$ cat config.mk
export PLATFORM = sky130hd
export DESIGN_NAME = change_dispenser_ctrl_flat
export DESIGN_NICKNAME = d
export VERILOG_FILES = /design/src/rtl/change_dispenser_ctrl_if.sv /design/src/rtl/change_dispenser_ctrl.sv /design/src/flat_wrapper.sv
export SDC_FILE = /design/constraint.sdc
export NUM_CORES = 1
export LEC_CHECK = 0
export BUFFER_PORTS_ARGS = -buffer_cell sky130_fd_sc_hd__buf_2
export CAP_MARGIN = 0
export CELL_PAD_IN_SITES_DETAIL_PLACEMENT = 1
export CELL_PAD_IN_SITES_GLOBAL_PLACEMENT = 2
export CORE_AREA = 2 2 89 66
export DETAILED_ROUTE_END_ITERATION = 8
export DIE_AREA = 0 0 91 68
export PLACE_DENSITY = 0.75
export SLEW_MARGIN = 20
export SYNTH_ARGS = -nofsm -noshare
export SYNTH_HDL_FRONTEND = slang
export SYNTH_SLANG_ARGS = --single-unit
export TNS_END_PERCENT = 5
$ cat constraint.sdc
create_clock -name clk -period 3.5 [get_ports clk]
set_clock_uncertainty 0.15 [all_clocks]
set_input_delay 0.525 -clock clk [delete_from_list [all_inputs] [get_ports clk]]
set_output_delay 0.525 -clock clk [all_outputs]
set_load 0.01 [all_outputs]
$ cat src/rtl/change_dispenser_ctrl_if.sv
// Handshake bundle between the vending core / coin hopper and the change
// dispenser sequencer.
interface change_dispenser_ctrl_if #(
  parameter int BAL_W = 4
) ();

  logic [BAL_W-1:0] bal;
  logic             bal_valid;
  logic             refill;
  logic             coin_ack;
  logic [2:0]       eject;
  logic             busy;
  logic             done;
  logic [BAL_W-1:0] short;
  logic             fault;
  logic [2:0]       inv_empty;

  // Vending core + hopper side
  modport master (
    output bal, bal_valid, refill, coin_ack,
    input  eject, busy, done, short, fault, inv_empty
  );

  // Dispenser sequencer side
  modport slave (
    input  bal, bal_valid, refill, coin_ack,
    output eject, busy, done, short, fault, inv_empty
  );

endinterface

$ cat src/rtl/change_dispenser_ctrl.sv
// Greedy largest-first change dispenser: ejects 5/2/1-unit coins one at a time
// against per-denomination inventory, with hopper ack timeout and shortfall report.
module change_dispenser_ctrl #(
  parameter int BAL_W    = 4,
  parameter int CNT_W    = 4,
  parameter int INV_INIT = 4,
  parameter int ACK_TO   = 8
) (
  input logic                    clk,
  input logic                    rst,
  change_dispenser_ctrl_if.slave disp
);

  localparam int TO_W = $clog2(ACK_TO);

  typedef enum logic [2:0] {
    ST_IDLE,
    ST_SELECT,
    ST_EJECT,
    ST_GAP,
    ST_DONE
  } state_t;

  // Index k of the inventory array matches bit k of the one-hot eject code.
  localparam int IDX_1 = 0;
  localparam int IDX_2 = 1;
  localparam int IDX_5 = 2;

  state_t           r_state;
  logic [2:0]       r_eject;
  logic [BAL_W-1:0] r_rem;
  logic [CNT_W-1:0] r_inv [3];
  logic [TO_W-1:0]  r_to_cnt;
  logic             r_fault;
  logic             r_done;
  logic             r_busy;
  logic [BAL_W-1:0] r_short;

  state_t           w_state_nxt;
  logic [2:0]       w_eject_nxt;
  logic [BAL_W-1:0] w_rem_nxt;
  logic [CNT_W-1:0] w_inv_nxt [3];
  logic [TO_W-1:0]  w_to_cnt_nxt;
  logic             w_fault_nxt;
  logic [BAL_W-1:0] w_short_nxt;
  logic [2:0]       w_sel;
  logic [BAL_W-1:0] w_denom;

  // Greedy pick against the remaining balance and the stock on hand.
  always_comb begin
    w_sel = 3'b000;
    if (r_rem >= BAL_W'(5) && r_inv[IDX_5] != '0) begin
      w_sel = 3'b100;
    end else if (r_rem >= BAL_W'(2) && r_inv[IDX_2] != '0) begin
      w_sel = 3'b010;
    end else if (r_rem >= BAL_W'(1) && r_inv[IDX_1] != '0) begin
      w_sel = 3'b001;
    end
  end

  always_comb begin
    case (r_eject)
      3'b100:  w_denom = BAL_W'(5);
      3'b010:  w_denom = BAL_W'(2);
      3'b001:  w_denom = BAL_W'(1);
      default: w_denom = '0;
    endcase
  end

  // NOTE: every signal gets its hold value before the case so no path through
  // the block leaves a variable unassigned, which would infer a latch.
  always_comb begin
    w_state_nxt  = r_state;
    w_eject_nxt  = r_eject;
    w_rem_nxt    = r_rem;
    w_inv_nxt    = r_inv;
    w_to_cnt_nxt = r_to_cnt;
    w_fault_nxt  = r_fault;
    w_short_nxt  = r_short;

    case (r_state)
      ST_IDLE: begin
        if (disp.refill) begin
          for (int k = 0; k < 3; k++) w_inv_nxt[k] = CNT_W'(INV_INIT);
          w_fault_nxt = 1'b0;
        end
        if (disp.bal_valid) begin
          w_rem_nxt   = disp.bal;
          w_state_nxt = ST_SELECT;
        end
      end

      ST_SELECT: begin
        w_to_cnt_nxt = '0;
        if (w_sel != 3'b000) begin
          w_eject_nxt = w_sel;
          w_state_nxt = ST_EJECT;
        end else begin
          w_short_nxt = r_rem;
          w_state_nxt = ST_DONE;
        end
      end

      ST_EJECT: begin
        if (disp.coin_ack) begin
          w_rem_nxt = r_rem - w_denom;
          for (int k = 0; k < 3; k++) begin
            if (r_eject[k] && r_inv[k] != '0) w_inv_nxt[k] = r_inv[k] - CNT_W'(1);
          end
          w_eject_nxt = 3'b000;
          w_state_nxt = ST_GAP;
        end else if (r_to_cnt == TO_W'(ACK_TO - 1)) begin
          // Hopper never answered: abandon the coin, keep the remainder intact.
          w_eject_nxt = 3'b000;
          w_fault_nxt = 1'b1;
          w_short_nxt = r_rem;
          w_state_nxt = ST_DONE;
        end else begin
          w_to_cnt_nxt = r_to_cnt + TO_W'(1);
        end
      end

      ST_GAP:  w_state_nxt = ST_SELECT;

      ST_DONE: w_state_nxt = ST_IDLE;

      default: begin
        w_eject_nxt = 3'b000;
        w_state_nxt = ST_IDLE;
      end
    endcase
  end

  // NOTE: state registers take non-blocking assignments so every flop samples
  // the pre-edge values, independent of statement order.
  always_ff @(posedge clk or posedge rst) begin
    if (rst) begin
      r_state  <= ST_IDLE;
      r_eject  <= 3'b000;
      r_rem    <= '0;
      r_to_cnt <= '0;
      r_fault  <= 1'b0;
      r_done   <= 1'b0;
      r_busy   <= 1'b0;
      r_short  <= '0;
      // NOTE: the inventory array is reset on purpose; it models physical stock
      // and must read INV_INIT after power-up, not an arbitrary value.
      for (int k = 0; k < 3; k++) r_inv[k] <= CNT_W'(INV_INIT);
    end else begin
      r_state  <= w_state_nxt;
      r_eject  <= w_eject_nxt;
      r_rem    <= w_rem_nxt;
      r_to_cnt <= w_to_cnt_nxt;
      r_fault  <= w_fault_nxt;
      r_done   <= (w_state_nxt == ST_DONE);
      r_busy   <= (w_state_nxt != ST_IDLE);
      r_short  <= w_short_nxt;
      r_inv    <= w_inv_nxt;
    end
  end

  assign disp.eject     = r_eject;
  assign disp.busy      = r_busy;
  assign disp.done      = r_done;
  assign disp.short     = r_short;
  assign disp.fault     = r_fault;
  assign disp.inv_empty = {r_inv[IDX_5] == '0, r_inv[IDX_2] == '0, r_inv[IDX_1] == '0};

endmodule

$ cat src/flat_wrapper.sv
// flat-port wrapper written by rule: the top's interface ports become plain ports
module change_dispenser_ctrl_flat 
#(
  parameter int BAL_W    = 4,
  parameter int CNT_W    = 4,
  parameter int INV_INIT = 4,
  parameter int ACK_TO   = 8
)
  (clk, rst, disp_bal, disp_bal_valid, disp_refill, disp_coin_ack, disp_eject, disp_busy, disp_done, disp_short, disp_fault, disp_inv_empty);
  change_dispenser_ctrl_if #(.BAL_W(BAL_W)) disp_i ();
  input logic clk;
  input logic rst;
  input wire logic [$bits(disp_i.bal)-1:0] disp_bal;
  input wire logic [$bits(disp_i.bal_valid)-1:0] disp_bal_valid;
  input wire logic [$bits(disp_i.refill)-1:0] disp_refill;
  input wire logic [$bits(disp_i.coin_ack)-1:0] disp_coin_ack;
  output wire logic [$bits(disp_i.eject)-1:0] disp_eject;
  output wire logic [$bits(disp_i.busy)-1:0] disp_busy;
  output wire logic [$bits(disp_i.done)-1:0] disp_done;
  output wire logic [$bits(disp_i.short)-1:0] disp_short;
  output wire logic [$bits(disp_i.fault)-1:0] disp_fault;
  output wire logic [$bits(disp_i.inv_empty)-1:0] disp_inv_empty;
  assign disp_i.bal = disp_bal;
  assign disp_i.bal_valid = disp_bal_valid;
  assign disp_i.refill = disp_refill;
  assign disp_i.coin_ack = disp_coin_ack;
  assign disp_eject = disp_i.eject;
  assign disp_busy = disp_i.busy;
  assign disp_done = disp_i.done;
  assign disp_short = disp_i.short;
  assign disp_fault = disp_i.fault;
  assign disp_inv_empty = disp_i.inv_empty;
  change_dispenser_ctrl #(.BAL_W(BAL_W), .CNT_W(CNT_W), .INV_INIT(INV_INIT), .ACK_TO(ACK_TO)) u_core (.clk(clk), .rst(rst), .disp(disp_i));
endmodule
==> results of run 1 <==
[registers in the layout, indices dropped and copies added, names as in the netlist]
signal / cells
u_core.disp.eject: 3
u_core.disp.fault: 1
u_core.disp.done: 1
u_core.r_state: 3
u_core.r_rem: 4
u_core.disp.busy: 1
u_core.r_inv: 12
u_core.disp.short: 4
u_core.r_to_cnt: 3
[report_power, final]
| group | switching, W | internal, W |
|---|---|---|
| Combinational | 0.000458 | 0.000347 |
| Clock | 0.000140 | 0.000157 |
| Sequential | 0.000157 | 0.000506 |
[cells in the mapped netlist, types with 2 or more instances]
library cell,number
dfstp_2,3
nor4_1,2
ha_1,8
mux2i_1,3
a31oi_1,3
xnor2_1,7
inv_2,3
nand3_1,6
nor3b_2,2
o31ai_1,3
and3_1,2
nor3_1,2
mux2_4,4
nor3_2,2
o211ai_1,2
dfrtp_1,29
nand2_1,16
inv_1,18
o21ai_1,3
nor2_4,2
o21ai_0,5
or3_1,4
nor2_1,13
a21oi_1,7
o21a_1,2
[final cells by class]
type | count | area [um^2] | share of cell area
clock inverter | 2 | 10.0 | 0.00480
tap | 75 | 93.8 | 0.0450
multi-input combinational | 121 | 901 | 0.432
inverter | 21 | 78.8 | 0.0378
clock buffer | 6 | 82.6 | 0.0396
timing repair buffer | 22 | 113 | 0.0541
sequential | 32 | 805 | 0.386
[cells in the final DEF (no fill, tap or decap), types with 3 or more instances in the layout]
cell type	synthesis	final
o31ai_1	3	3
a31oi_1	3	3
mux2i_1	3	3
o21ai_1	3	3
nand3_1	6	6
inv_1	18	18
clkbuf_8	0	6
buf_2	1	21
xnor2_1	7	7
dfrtp_1	29	29
a21oi_1	7	7
dfstp_2	3	3
nand2_1	16	16
inv_2	3	3
nor2_1	13	13
o21ai_0	5	5
ha_1	8	8
mux2_4	4	4
or3_1	4	4
[per-layer routing]
layer | global-route usage | up-vias
met5 | 0 | -
met3 | 0.0407 | 5
li1 | - | 666
met1 | 0.183 | 696
met4 | 0.0549 | 0
met2 | 0.282 | 17
[through the flow]
| stage | hold slack, ns | instances | worst slack, ns |
|---|---|---|---|
| after global placement | 0.319 | 271 | 1.36 |
| final | 0.169 | 279 | 1.26 |
| after detailed placement | 0.339 | 271 | 1.30 |
| after global routing | 0.221 | 279 | 1.11 |
| after floorplan | 0.305 | 177 | 1.43 |
| after CTS | 0.187 | 279 | 1.28 |
[worst max-delay path: stages, from the launching register on]
cell     delay [ns]
dfrtp_1        0.45
or3_1          0.45
ha_1           0.30
nor2b_1        0.13
o21ai_0        0.21
nand2_1        0.08
o32ai_1        0.21
a21oi_1        0.10
[cell families (layout without fill, tap and decap cells)]
logic type                 count (synthesis)  in the layout  synth area share
adders and majority gates                  9              9            0.0667
and+or+nand+nor                           59             59             0.189
muxes                                      8              8            0.0563
buffers and inverters                     24             51            0.0528
AOI/OAI and AO/OA                         37             37             0.149
xor gates and xnor gates                   8              8            0.0389
DFF                                       32             32             0.447
[how the worst max path moves through the flow]
stage                                           from                          end  slack [ns]  cells past startpoint
floorplan           u_core.disp.eject[2]$_DFFE_PP0P_  u_core.r_rem[3]$_DFFE_PP0P_        1.43                      7
global placement    u_core.disp.eject[2]$_DFFE_PP0P_  u_core.r_rem[3]$_DFFE_PP0P_        1.36                      7
detailed placement  u_core.disp.eject[2]$_DFFE_PP0P_  u_core.r_rem[3]$_DFFE_PP0P_        1.30                      7
CTS                 u_core.disp.eject[2]$_DFFE_PP0P_  u_core.r_rem[3]$_DFFE_PP0P_        1.28                      7
global route        u_core.disp.eject[1]$_DFFE_PP0P_  u_core.r_rem[3]$_DFFE_PP0P_        1.11                      8
finish              u_core.disp.eject[2]$_DFFE_PP0P_  u_core.r_rem[3]$_DFFE_PP0P_        1.26                      7
==> out/metrics.yaml, run 1 <==
status: "complete, no violations"
wl_met1_um: 1990
gp_congestion: 0.767
yosysSeqAreaShare: 0.447
r2r_slack_ns: 1.26
die-width_um: 91
synth.net_count: 195
min_period_ns: 2.24
num_vias: 1384
fin_tns_setup_ns: 0
path_class: "flop to flop"
io_buffers: 21
syn_area_per_cell_um2: 10.2
cts-resized-gates: 0
viasPerCell: 4.96
finalMaxSlewViolations: 0
post-route-period-util: 0.639
synth_area_leaders: "dfrtp_1 40%, ha_1 5.6%, dfstp_2 4.4%"
tritoncts: "done"
synth_top_cell_by_area: "dfrtp_1"
n_antenna_cell: 0
fillers: 658
placed_cell_area_um2: 1990
final_util: 0.385
hold_viol: 0
drive_gt1_frac: 0.275
track_usage: 0.156
grt_setup_unrepaired: "false"
cp-end-kind: "flop"
firstDrtPassIters: 4
worstMarginPinSlew_ns: 0.563
fmax_mhz: 447
p_per_area_nw_per_um2: 848
antenna_found_initial: 0
wl_met3_um: 130
syn_to_final_growth_pct: 15.7
reg2reg_from: "u_core.disp.eject[2]$_DFFE_PP0P_"
worstPathRequired_ns: 3.48
antenna_left: 0
synth_edf_count: 0
row_count: 23
setup_viol: 0
maxCapViolations: 0
core_um2: 5410
crit_fanout: 6
ios: 22
hold_buffers: 0
grt-ovfl-total: 0
ys_types: 51
cts_sinks: 32
relSlewSlack: 0.622
clock_latency_ns: 0.29
worst_r2r_path_depth: 7
p_total_w: 0.00177
die_area_um2: 6190
nets: 221
synth_seq_cells: 32
numCtsBuffers: 5
dominantRegCellSynth: "dfrtp_1"
start_util: 0.333
clk_path_buf_depth: 2
ys_warn_count: 0
stdcell_area_um2: 2080
clk_pin_slew_worst_paths_ns: 0.07
root_buffer: "clkbuf_8"
rr_endpoint: "u_core.r_rem[3]$_DFFE_PP0P_"
cts_setup_buffers: 0
drt_wl_total_um: 4350
routed.top_layer: "met4"
syn_inst: 177
die_y_um: 68
wl_met2_um: 2190
min_path_type: "primary input to async pin"
wl_per_cell_um: 15.6
grt_pass1_wl_um: 7360
synth_area_um2: 1800
cp.arrival_ns: 2.22
vdd_drop_max_mv: 0.337
leakage_nw: 0.991
synthArstFlopShare: 1.00
drtIter0Drc: 45
cp-start-kind: "flop"
grt_max_degree: 33
netlist.area_leader.share: 0.403
dpl.hpwl_um: 3300
grt_pass1_vias: 1480
drc: 0
htree_levels: 2
No activity file was read; power rests on OpenSTA's default activity.
==> run 2, diff against run 1 <==
--- a/config.mk
+++ b/config.mk
@@ -5,14 +5,15 @@
 export SDC_FILE = /design/constraint.sdc
 export NUM_CORES = 1
 export LEC_CHECK = 0
+export ABC_AREA = 1
 export BUFFER_PORTS_ARGS = -buffer_cell sky130_fd_sc_hd__buf_2
 export CAP_MARGIN = 0
 export CELL_PAD_IN_SITES_DETAIL_PLACEMENT = 1
 export CELL_PAD_IN_SITES_GLOBAL_PLACEMENT = 2
-export CORE_AREA = 2 2 89 66
+export CORE_AREA = 2 2 92 67
 export DETAILED_ROUTE_END_ITERATION = 8
-export DIE_AREA = 0 0 91 68
-export PLACE_DENSITY = 0.75
+export DIE_AREA = 0 0 94 69
+export PLACE_DENSITY = 0.78
 export SLEW_MARGIN = 20
 export SYNTH_ARGS = -nofsm -noshare
 export SYNTH_HDL_FRONTEND = slang
==> constraint.sdc (replaced) <==
create_clock -name clk -period 2.2 [get_ports clk]
set_clock_uncertainty 0.15 [all_clocks]
set_input_delay 0.33 -clock clk [delete_from_list [all_inputs] [get_ports clk]]
set_output_delay 0.33 -clock clk [all_outputs]
set_load 0.01 [all_outputs]
==> out/metrics.yaml, run 2 <==
tritoncts: "done"
synth.net_count: 246
antenna_found_initial: 0
p_sw_frac: 0.467
min_period_ns: 1.93
die-width_um: 94
maxCapViolations: 0
synth_seq_cells: 32
die_area_um2: 6490
finalMaxSlewViolations: 0
hold_start: "disp_bal[2]"
start_util: 0.319
synth_area_leaders: "dfrtp_1 41%, nand2_1 13%, nand3_1 7.8%"
clk_pin_slew_worst_paths_ns: 0.07
dpl.hpwl_um: 3320
r2r_slack_ns: 0.27
hold_viol: 0
row_count: 23
fin_ws_ns: 0.273
p_clk_frac: 0.156
worstMarginPinSlew_ns: 0.469
ios: 22
p_per_area_nw_per_um2: 1450
p_total_w: 0.00306
root_buffer: "clkbuf_8"
viasPerCell: 4.56
relSlewSlack: 0.686
cts_setup_buffers: 0
nets: 277
grt_setup_unrepaired: "false"
clk_path_buf_depth: 2
num_vias: 1527
setup_viol: 0
synth.most_common_cell: "nand2_1"
min_path_type: "primary input to flop"
final_util: 0.376
grt_max_degree: 33
ys_warn_count: 0
place_ws_ns: 0.249
syn_to_final_growth_pct: 17.8
syn_inst: 228
drt_wl_total_um: 4350
worstPathRequired_ns: 2.28
wl_per_cell_um: 13.0
numCtsBuffers: 5
cp-start-kind: "flop"
rr_endpoint: "u_core.r_rem[2]$_DFFE_PP0P_"
die_y_um: 69
netlist.area_leader.share: 0.405
fin_tns_setup_ns: 0
drive_gt1_frac: 0.181
grt-ovfl-total: 0
worstHoldPathCells: 5
grt_pass1_vias: 1552
final_cell_mix: "61 x nand2_1, 31 x inv_1, 28 x nand3_1"
layout_commonest_cell: "nand2_1"
post-route-period-util: 0.876
track_usage: 0.150
leakage_nw: 1.13
synth_area_um2: 1790
firstDrtPassIters: 4
p_sw_w: 0.00143
fmax_mhz: 519
cts_sinks: 32
cp-end-kind: "flop"
syn_area_per_cell_um2: 7.85
largest_reg_flops: 12
path_class: "flop to flop"
status: "complete, no violations"
dominantRegCellSynth: "dfrtp_1"
worst_r2r_path_depth: 8
synthTopCellsByCount: "61 x nand2_1, 31 x inv_1, 29 x dfrtp_1"
drtIter0Drc: 62
gp_congestion: 0.778
crit_fanout: 7
yosysSeqAreaShare: 0.449
n_antenna_cell: 0
pwr-share-seq: 0.328
htree_levels: 2
hold_end: "u_core.r_rem[2]$_DFFE_PP0P_"
top_register: "u_core.r_inv"
cp.arrival_ns: 2.00
intPower_w: 0.00163
clock_latency_ns: 0.28
synthArstFlopShare: 1.00
synth_top_cell_by_area: "dfrtp_1"
ys_types: 23
io_buffers: 21
core_um2: 5610
antenna_left: 0
drc: 0
reg2reg_from: "u_core.disp.eject[2]$_DFFE_PP0P_"
comb_power_share: 0.516
synth_edf_count: 0
grt_pass1_wl_um: 7550
vdd_drop_max_mv: 0.438
run 2: per-layer routing:
layer	vias to the layer above	part of all wire	track usage	wire (um)
met5	-	0	0	0
met2	20	0.38	0.195	1660
met1	704	0.57	0.237	2490
met3	5	0.036	0.0372	157
li1	798	-	-	-
met4	0	0.011	0.0483	47
run 2: worst max path at each step:
| stage | from | end | slack (ns) | cells past startpoint |
|---|---|---|---|---|
| after floorplan | u_core.disp.eject[0]$_DFFE_PP0P_ | u_core.r_rem[2]$_DFFE_PP0P_ | 0.32 | 8 |
| after global routing | u_core.disp.eject[2]$_DFFE_PP0P_ | u_core.r_rem[2]$_DFFE_PP0P_ | 0.01 | 8 |
| after global placement | u_core.disp.eject[0]$_DFFE_PP0P_ | u_core.r_rem[2]$_DFFE_PP0P_ | 0.29 | 8 |
| after CTS | u_core.disp.eject[0]$_DFFE_PP0P_ | u_core.r_rem[2]$_DFFE_PP0P_ | 0.24 | 8 |
| after detailed placement | u_core.disp.eject[0]$_DFFE_PP0P_ | u_core.r_rem[2]$_DFFE_PP0P_ | 0.25 | 8 |
| final | u_core.disp.eject[2]$_DFFE_PP0P_ | u_core.r_rem[2]$_DFFE_PP0P_ | 0.27 | 8 |
run 2: area by class of cell:
| type | instances | area, um^2 |
|---|---|---|
| Fill cell | 725 | 3500 |
| Clock buffer | 8 | 90.1 |
| Tap cell | 75 | 93.8 |
| Sequential cell | 32 | 807 |
| Timing Repair Buffer | 25 | 138 |
| Multi-Input combinational cell | 163 | 861 |
| Inverter | 32 | 120 |
run 2: logic make-up (layout without fill, tap and decap cells):
group,count (synthesis),in the layout,share of synthesized area
AOI/OAI and AO/OA,26,26,0.0748
buffers and inverters,33,65,0.0699
and+or+nand+nor,124,124,0.319
adders and majority gates,9,9,0.0671
DFF,32,32,0.449
xor gates and xnor gates,4,4,0.0196
run 2: stage by stage:
stage / std cells / area [um^2] / hold WS, ns
2_1_floorplan: 228 / 1790 / 0.294
3_3_place_gp: 326 / 2010 / 0.303
3_5_place_dp: 326 / 2010 / 0.312
4_1_cts: 335 / 2110 / 0.191
5_1_grt: 335 / 2110 / 0.245
6_report: 335 / 2110 / 0.201
run 2: critical path: stages (launching register included):
cell	delay [ns]
dfrtp_2	0.44
o21ai_0	0.17
a21oi_1	0.06
ha_1	0.22
fa_1	0.41
xor2_1	0.15
o21ai_0	0.14
nand2_1	0.07
nand2_1	0.07
run 2: timing repair:
| action | in CTS | in global routing |
|---|---|---|
| setup endpoints to repair | 0 | 1 |
| gates resized for setup | 0 | 2 |
| hold buffers | 1 | 0 |
| hold endpoints to repair | 8 | 0 |
run 2: power groups by stage:
stage / Sequential (W) / Combinational [W] / Clock [W]
floorplan: 0.000998 / 0.00113 / 0
global placement: 0.00101 / 0.00157 / 0
detailed placement: 0.00101 / 0.00160 / 0
CTS: 0.00101 / 0.00161 / 0.000495
global route: 0.00104 / 0.00186 / 0.000514
finish: 0.00100 / 0.00158 / 0.000477
==> run 3, diff against run 2 <==
--- a/config.mk
+++ b/config.mk
@@ -13,7 +13,7 @@
 export CORE_AREA = 2 2 92 67
 export DETAILED_ROUTE_END_ITERATION = 8
 export DIE_AREA = 0 0 94 69
-export PLACE_DENSITY = 0.78
+export PLACE_DENSITY_LB_ADDON = 0.15
 export SLEW_MARGIN = 20
 export SYNTH_ARGS = -nofsm -noshare
 export SYNTH_HDL_FRONTEND = slang
==> out/metrics.yaml, run 3 (synthesis gave the netlist of run 2 again) <==
finalMaxSlewViolations: 0
wl_per_cell_um: 13.7
final_cell_mix: "61 x nand2_1, 31 x inv_1, 29 x dfrtp_1"
drc: 0
tritoncts: "done"
stdcell_area_um2: 2100
die-width_um: 94
wl_met2_um: 1840
post-route-period-util: 0.906
wl_met1_um: 2600
cpMaxStageDelayCell: "dfrtp_1"
setup_viol: 0
n_antenna_cell: 0
worstPathRequired_ns: 2.27
rr_endpoint: "u_core.r_rem[2]$_DFFE_PP0P_"
dpl.hpwl_um: 3470
core_um2: 5610
drive_gt1_frac: 0.177
reg2reg_from: "u_core.disp.eject[0]$_DFFE_PP0P_"
r2r_slack_ns: 0.21
crit_fanout: 8
ios: 22
worstMarginPinSlew_ns: 0.458
maxCapViolations: 0
layout_commonest_cell: "nand2_1"
drt_wl_total_um: 4580
min_period_ns: 1.99
placed_cell_area_um2: 2010
start_util: 0.319
root_buffer: "clkbuf_8"
vdd_drop_max_mv: 0.401
viasPerCell: 4.61
fin_ws_ns: 0.207
cts_setup_buffers: 0
largest_reg_flops: 12
wl_met3_um: 121
die_area_um2: 6490
whs_ns: -0.00754
cts_sinks: 32
hold_buffers: 0
clk_pin_slew_worst_paths_ns: 0.07
place_ws_ns: 0.210
fmax_mhz: 502
hold_viol: 16
grt_max_degree: 33
grt_pass1_wl_um: 7960
crit_path_max_incr_delay_ns: 0.46
drtIter0Drc: 74
track_usage: 0.158
grt-ovfl-total: 0
io_buffers: 21
worstPathCellList: "o21ai_0, a21oi_1, ha_1, fa_1, xor2_1, o21ai_0, nand2_1, nand2_1"
leakage_nw: 1.13
violations: "negative hold slack"
stdcell_count: 335
nets: 277
fin_tns_setup_ns: 0
path_class: "flop to flop"
gp_congestion: 0.773
antenna_found_initial: 0
htree_levels: 2
cts-resized-gates: 0
numCtsBuffers: 5
antenna_left: 0
clock_latency_ns: 0.28
num_vias: 1544
cp.arrival_ns: 2.06
firstDrtPassIters: 4
clk_path_buf_depth: 2
dp_cells: 327
syn_to_final_growth_pct: 17.5
relSlewSlack: 0.693
grt_setup_unrepaired: "false"
grt_pass1_vias: 1583
cp-start-kind: "flop"
worst_r2r_path_depth: 8
die_y_um: 69
min_path_type: "primary input to async pin"
p_total_w: 0.00308
p_per_area_nw_per_um2: 1460
status: "complete, but fails checks"
top_register: "u_core.r_inv"
cp-end-kind: "flop"
routed.top_layer: "met4"
row_count: 23
==> run 3: changes by cell type in the layout (fill, tap and decap cells not counted) <==
cell / previous run / this run
dfrtp_1: 27 / 29
dlygate4sd3_1: 1 / 0
dfrtp_2: 2 / 0
buf_4: 3 / 4
==> run 3: cell type report <==
class	count	area, um^2
Clock buffer	8	90.1
Sequential cell	32	805
Tap cell	75	93.8
Multi-Input combinational cell	163	861
Inverter	32	120
Timing Repair Buffer	25	135
Fill cell	714	3510
==> run 3: stage by stage <==
stage | hold slack, ns | utilization
global placement | 0.305 | 0.359
CTS | 0.00592 | 0.375
finish | -0.00754 | 0.375
floorplan | 0.294 | -
detailed placement | 0.314 | 0.359
global route | 0.0326 | 0.375
==> run 3: where the power goes <==
| part | total, W | internal [W] | switching [W] | leakage, nW |
|---|---|---|---|---|
| logic | 0.00160 | 0.000550 | 0.00105 | 0.676 |
| clock network | 0.000478 | 0.000255 | 0.000223 | 0.0455 |
| registers | 0.00101 | 0.000831 | 0.000176 | 0.413 |
| total | 0.00308 | 0.00164 | 0.00145 | 1.13 |
==> run 3: worst max-delay path, delay by kind of cell, from the launching register on <==
family | cells | cell delay, ns
adders and majority gates | 2 | 0.65
and+or+nand+nor | 2 | 0.14
xor gates and xnor gates | 1 | 0.15
DFF | 1 | 0.46
AOI/OAI and AO/OA | 3 | 0.38
==> run 3: per-layer routing <==
layer / vias to the layer above / track usage
li1: 795 / -
met3: 2 / 0.0361
met1: 729 / 0.244
met4: 0 / 0.0435
met2: 18 / 0.218
met5: - / 0
==> run 3: worst max path at each step <==
stage,slack [ns],cells past startpoint,startpoint,to
after floorplan,0.32,8,u_core.disp.eject[0]$_DFFE_PP0P_,u_core.r_rem[2]$_DFFE_PP0P_
after global placement,0.26,8,u_core.disp.eject[0]$_DFFE_PP0P_,u_core.r_rem[2]$_DFFE_PP0P_
after detailed placement,0.21,8,u_core.disp.eject[0]$_DFFE_PP0P_,u_core.r_rem[2]$_DFFE_PP0P_
after CTS,0.19,8,u_core.disp.eject[0]$_DFFE_PP0P_,u_core.r_rem[2]$_DFFE_PP0P_
after global routing,0.008,9,u_core.disp.eject[0]$_DFFE_PP0P_,u_core.r_rem[3]$_DFFE_PP0P_
final,0.21,8,u_core.disp.eject[0]$_DFFE_PP0P_,u_core.r_rem[2]$_DFFE_PP0P_
